### src/rtl/ysyx_24090010_mem_arb.sv
// Shared memory port arbiter between IFU fetches and LSU loads/stores.
// LSU has priority, bounded by a streak limit so IFU always makes progress.
module ysyx_24090010_mem_arb #(
    parameter int MAX_LSU_STREAK = 4,
    parameter int ADDR_W         = 32,
    parameter int DATA_W         = 32
) (
    input  logic                clk,
    input  logic                rst,

    input  logic                ifu_req_valid,
    output logic                ifu_req_ready,
    input  logic [ADDR_W-1:0]   ifu_addr,
    output logic                ifu_resp_valid,
    output logic [DATA_W-1:0]   ifu_rdata,

    input  logic                lsu_req_valid,
    output logic                lsu_req_ready,
    input  logic [ADDR_W-1:0]   lsu_addr,
    input  logic                lsu_wen,
    input  logic [DATA_W-1:0]   lsu_wdata,
    input  logic [DATA_W/8-1:0] lsu_wmask,
    output logic                lsu_resp_valid,
    output logic [DATA_W-1:0]   lsu_rdata,

    output logic                mem_req_valid,
    input  logic                mem_req_ready,
    output logic [ADDR_W-1:0]   mem_addr,
    output logic                mem_wen,
    output logic [DATA_W-1:0]   mem_wdata,
    output logic [DATA_W/8-1:0] mem_wmask,
    input  logic                mem_resp_valid,
    input  logic [DATA_W-1:0]   mem_rdata,

    output logic                busy,
    output logic                owner
);

    localparam int SW = $clog2(MAX_LSU_STREAK + 1);
    localparam logic [SW-1:0] STREAK_MAX = SW'(MAX_LSU_STREAK);

    localparam logic [1:0] IDLE = 2'd0;
    localparam logic [1:0] REQ  = 2'd1;
    localparam logic [1:0] RESP = 2'd2;

    logic [1:0]    state;
    logic [1:0]    state_nxt;
    logic [SW-1:0] streak;
    logic          idle;
    logic          lsu_win;
    logic          ifu_win;
    logic          grant;
    logic          resp_fire;

    assign idle    = (state == IDLE);
    assign lsu_win = lsu_req_valid && !(ifu_req_valid && streak == STREAK_MAX);
    assign ifu_win = ifu_req_valid && !lsu_win;
    // Never hand out a grant while reset is held.
    assign grant   = idle && !rst && (lsu_win || ifu_win);

    always_comb begin
        state_nxt = state;
        unique case (state)
            IDLE:    if (grant) state_nxt = REQ;
            REQ:     if (mem_req_ready) state_nxt = RESP;
            RESP:    if (mem_resp_valid) state_nxt = IDLE;
            default: state_nxt = IDLE;
        endcase
    end

    always_ff @(posedge clk or posedge rst) begin
        if (rst) state <= IDLE;
        else     state <= state_nxt;
    end

    always_ff @(posedge clk or posedge rst) begin
        if (rst) begin
            owner     <= 1'b0;
            mem_addr  <= '0;
            mem_wen   <= 1'b0;
            mem_wdata <= '0;
            mem_wmask <= '0;
        end else if (grant) begin
            owner     <= lsu_win;
            mem_addr  <= lsu_win ? lsu_addr : ifu_addr;
            mem_wen   <= lsu_win && lsu_wen;
            mem_wdata <= lsu_win ? lsu_wdata : '0;
            mem_wmask <= lsu_win ? lsu_wmask : '0;
        end
    end

    // Streak counts LSU wins only while IFU is actually waiting.
    always_ff @(posedge clk or posedge rst) begin
        if (rst) begin
            streak <= '0;
        end else if (grant) begin
            if (lsu_win && ifu_req_valid) begin
                if (streak != STREAK_MAX) streak <= streak + SW'(1);
            end else begin
                streak <= '0;
            end
        end
    end

    assign resp_fire      = (state == RESP) && mem_resp_valid;

    assign ifu_req_ready  = grant && ifu_win;
    assign lsu_req_ready  = grant && lsu_win;
    assign mem_req_valid  = (state == REQ);
    assign busy           = !idle;

    assign ifu_resp_valid = resp_fire && !owner;
    assign lsu_resp_valid = resp_fire && owner;
    assign ifu_rdata      = ifu_resp_valid ? mem_rdata : '0;
    assign lsu_rdata      = lsu_resp_valid ? mem_rdata : '0;

endmodule

### config.mk
export PLATFORM = sky130hd
export DESIGN_NAME = ysyx_24090010_mem_arb
export DESIGN_NICKNAME = d
export VERILOG_FILES = /design/src/rtl/ysyx_24090010_mem_arb.sv
export SDC_FILE = /design/constraint.sdc
export NUM_CORES = 1
export LEC_CHECK = 0
export BUFFER_PORTS_ARGS = -buffer_cell sky130_fd_sc_hd__buf_4
export CORE_AREA = 2 2 108 110
export CTS_CLUSTER_DIAMETER = 30
export DETAILED_ROUTE_END_ITERATION = 10
export DIE_AREA = 0 0 110 112
export PLACE_DENSITY = 0.76
export SYNTH_ARGS = -nofsm -noshare
export SYNTH_HDL_FRONTEND = slang
export SYNTH_SLANG_ARGS = --single-unit
### constraint.sdc
create_clock -name clk -period 2.4 [get_ports clk]
set_input_delay 0.24 -clock clk [delete_from_list [all_inputs] [get_ports clk]]
set_output_delay 0.24 -clock clk [all_outputs]
set_load 0.03 [all_outputs]
==> results.py <==
metrics = {
    "synth": {
        "muxShareOfSynthArea_pct": 0.546,
        "synth_top_family_by_area": "compound AO/OA/AOI/OAI gates",
        "synth_compound_area_share_pct": 24.2,
        "dominantRegCellSynth": "dfrtp_1",
        "synthTopCellsByCount": "75 x dfrtp_1, 66 x and2_1, 38 x a22o_1",
        "ys_types": 26,
        "synth-xor-area-share_pct": 0,
        "synth_nets": 517,
        "yosys.area.top_type_share_pct": 51.2,
        "synth-edff-count": 0,
        "synth_warnings": 0,
        "ys_top_cells_by_area": "dfrtp_1 51%, and2_1 11%, a22o_1 9.1%",
        "ys_seq_elements": 75,
        "syn_area_um2": 3670,
        "ys_async_sr_fraction_pct": 100,
        "ys_seq_area_share_pct": 51.2,
        "synth_largest_area_cell": "dfrtp_1",
        "syn_inst": 376,
        "yosysMostFrequentCell": "dfrtp_1",
        "synth_fa_ha_area_share_pct": 0.683,
        "syn_avg_cell_area_um2": 9.75,
        "synth-simple-area-share_pct": 18.4,
    },
    "timing": {
        "finalHoldViolCount": 0,
        "fmax_mhz": 487,
        "fin_crit_sh_pct": 85.6,
        "drv_slew": 0,
        "clock_skew_ns": 0.00504,
        "setup_viol": 0,
        "worstMarginPinSlew_ns": 0.891,
        "grt_setup_unrepaired": "no",
        "setup_tns_ns": 0,
        "slew_headroom_pct": 40.5,
        "period_needed_ns": 2.06,
        "whs_ns": 0.115,
    },
    "routing": {
        "drt.antenna.violating_nets": 0,
        "num_vias": 4017,
        "routed_wl_um": 13500,
        "drt_iter0_markers": 271,
        "drt_pass1_iterations": 5,
        "routedWlPerCell_um": 17.1,
        "drc": 0,
        "routed_via_density": 5.10,
    },
    "setup_path": {
        "worstPathArrival_ns": 2.28,
        "crit_path_start_kind": "primary input",
        "slowest_stage": "dlygate4sd3_1",
        "cpMostUsedCell": "buf_4",
        "critPathMaxFanout": 32,
        "cp.buffers_inverters": 4,
        "worstPathCellList": "dlygate4sd3_1, buf_4, nor3_4, buf_4, and2_1, buf_4, mux2i_1",
        "end_kind": "flip-flop",
        "path_class": "primary input to flip-flop",
        "crit_family": "buffers and inverters",
        "crit_required_ns": 2.62,
        "slowest_delay_ns": 0.55,
    },
    "placement": {
        "placed_cell_area_um2": 5880,
        "gp_congestion": 0.771,
        "hpwlAfterDp_um": 10200,
        "numPortBuffers": 278,
    },
    "layout": {
        "area_growth_pct": 68.5,
        "final-seq-area_um2": 1880,
        "post-route-util_pct": 55.3,
        "drive_gt1_share_pct": 48.0,
        "final_nets": 781,
        "multi_input_area_um2": 1620,
        "final_cell_area_um2": 6180,
        "antenna_cells": 0,
        "fillerInstances": 1022,
    },
    "grt": {
        "grt_pass1_wl_um": 20100,
        "grt_usage_pct": 21.2,
        "antenna_found_initial": 0,
        "grt.overflow.total": 0,
        "grt_max_degree": 60,
        "grt_pass1_vias": 3914,
    },
    "min_path": {
        "worstHoldPathType": "primary input to flip-flop",
    },
    "clocking": {
        "clockBufferDepth": 2,
        "clock-sinks": 75,
        "clk-insertion-delay-late_ns": 0.32,
        "clk_pin_slew_ns": 0.06,
        "cts_buffers": 9,
        "ctsResizeCount": 0,
        "cts_root_buffer": "clkbuf_16",
        "htreeDepth": 3,
        "cts_tree": "built",
    },
    "status": {
        "status": "finished, final reports clean",
    },
    "pwr": {
        "p_per_area_nw_per_um2": 1190,
        "peakVddDrop_mv": 0.534,
        "p_leak_nw": 3.12,
        "power_mw": 7.35,
    },
    "floorplan": {
        "num_io_pins": 279,
        "coreArea_um2": 11200,
        "die_w_um": 110,
        "die_y_um": 112,
        "start_util_pct": 32.8,
        "fp-row-count": 39,
        "dieArea_um2": 12300,
    },
    "run": {
        "cap_violations": 0,
    },
}
layout by cell type (no fill, tap or decap), types with 2 or more instances in the layout:
cell type,Yosys,routed
clkinvlp_4,0,2
o21ai_0,33,33
a21oi_1,33,33
dfrtp_1,75,75
nand3_1,33,33
clkbuf_16,0,9
buf_4,2,289
nand4_1,2,2
and2_1,66,66
clkinv_2,0,2
a22o_1,38,38
ha_1,2,2
nand2b_1,2,2
nand2_1,4,4
a31oi_1,32,32
inv_1,5,4
mux2i_1,2,2
and3_1,2,2
stage by stage:
step,worst slack [ns],cells
global placement,0.625,771
global route,0.259,787
CTS,0.334,787
detailed placement,0.543,771
finish,0.345,787
floorplan,0.250,376
report_power, final:
| part | switching [mW] | leakage, nW | internal (mW) |
|---|---|---|---|
| sequential | 0.413 | 0.907 | 1.87 |
| clock | 0.497 | 0.134 | 0.795 |
| combinational | 2.28 | 2.08 | 1.50 |
repair_timing:
action	CTS	global route
hold buffers	1	0
setup buffers	0	0
hold endpoints to repair	16	0
sequential cells by signal, summed over array words and instances (netlist names):
register,cells
state,2
mem_wdata,32
mem_addr,32
mem_wmask,4
streak,3
mem_wen,1
owner,1
cell families after synthesis:
group	count (synthesis)
AOI/OAI and AO/OA	139
adders and majority gates	2
buffers and inverters	43
muxes	2
DFF	75
and+or+nand+nor	115
metal layers:
layer,routed length (um),global-route usage [%],vias to the layer above
met1,4600,22.9,1902
met5,0,0,-
li1,-,-,1883
met4,254,8.02,0
met3,1090,4.10,18
met2,7510,39.8,214
path summary, 6_finish.rpt:
path                       cells past startpoint             to  slack, ns     startpoint
max                                            7      streak[1]       0.34            rst
min                                            2       state[0]       0.11  mem_req_ready
max reg2reg                                    5      streak[1]       0.39       state[0]
min reg2reg                                    1  mem_wdata[30]       0.51  mem_wdata[30]
max in group asynchronous                      4  mem_wdata[29]       1.26            rst
min in group asynchronous                      3   mem_addr[19]       0.49            rst
final cells by class:
| type | count | share of cell area (%) |
|---|---|---|
| repair buffers | 291 | 35.6 |
| flip-flops and latches | 75 | 30.4 |
| multi-input cells | 258 | 26.2 |
| clock buffers | 10 | 3.71 |
| well taps | 143 | 2.90 |
| clock inverters | 5 | 0.891 |
| inverters | 5 | 0.304 |
(Power assumes the default switching activity.)
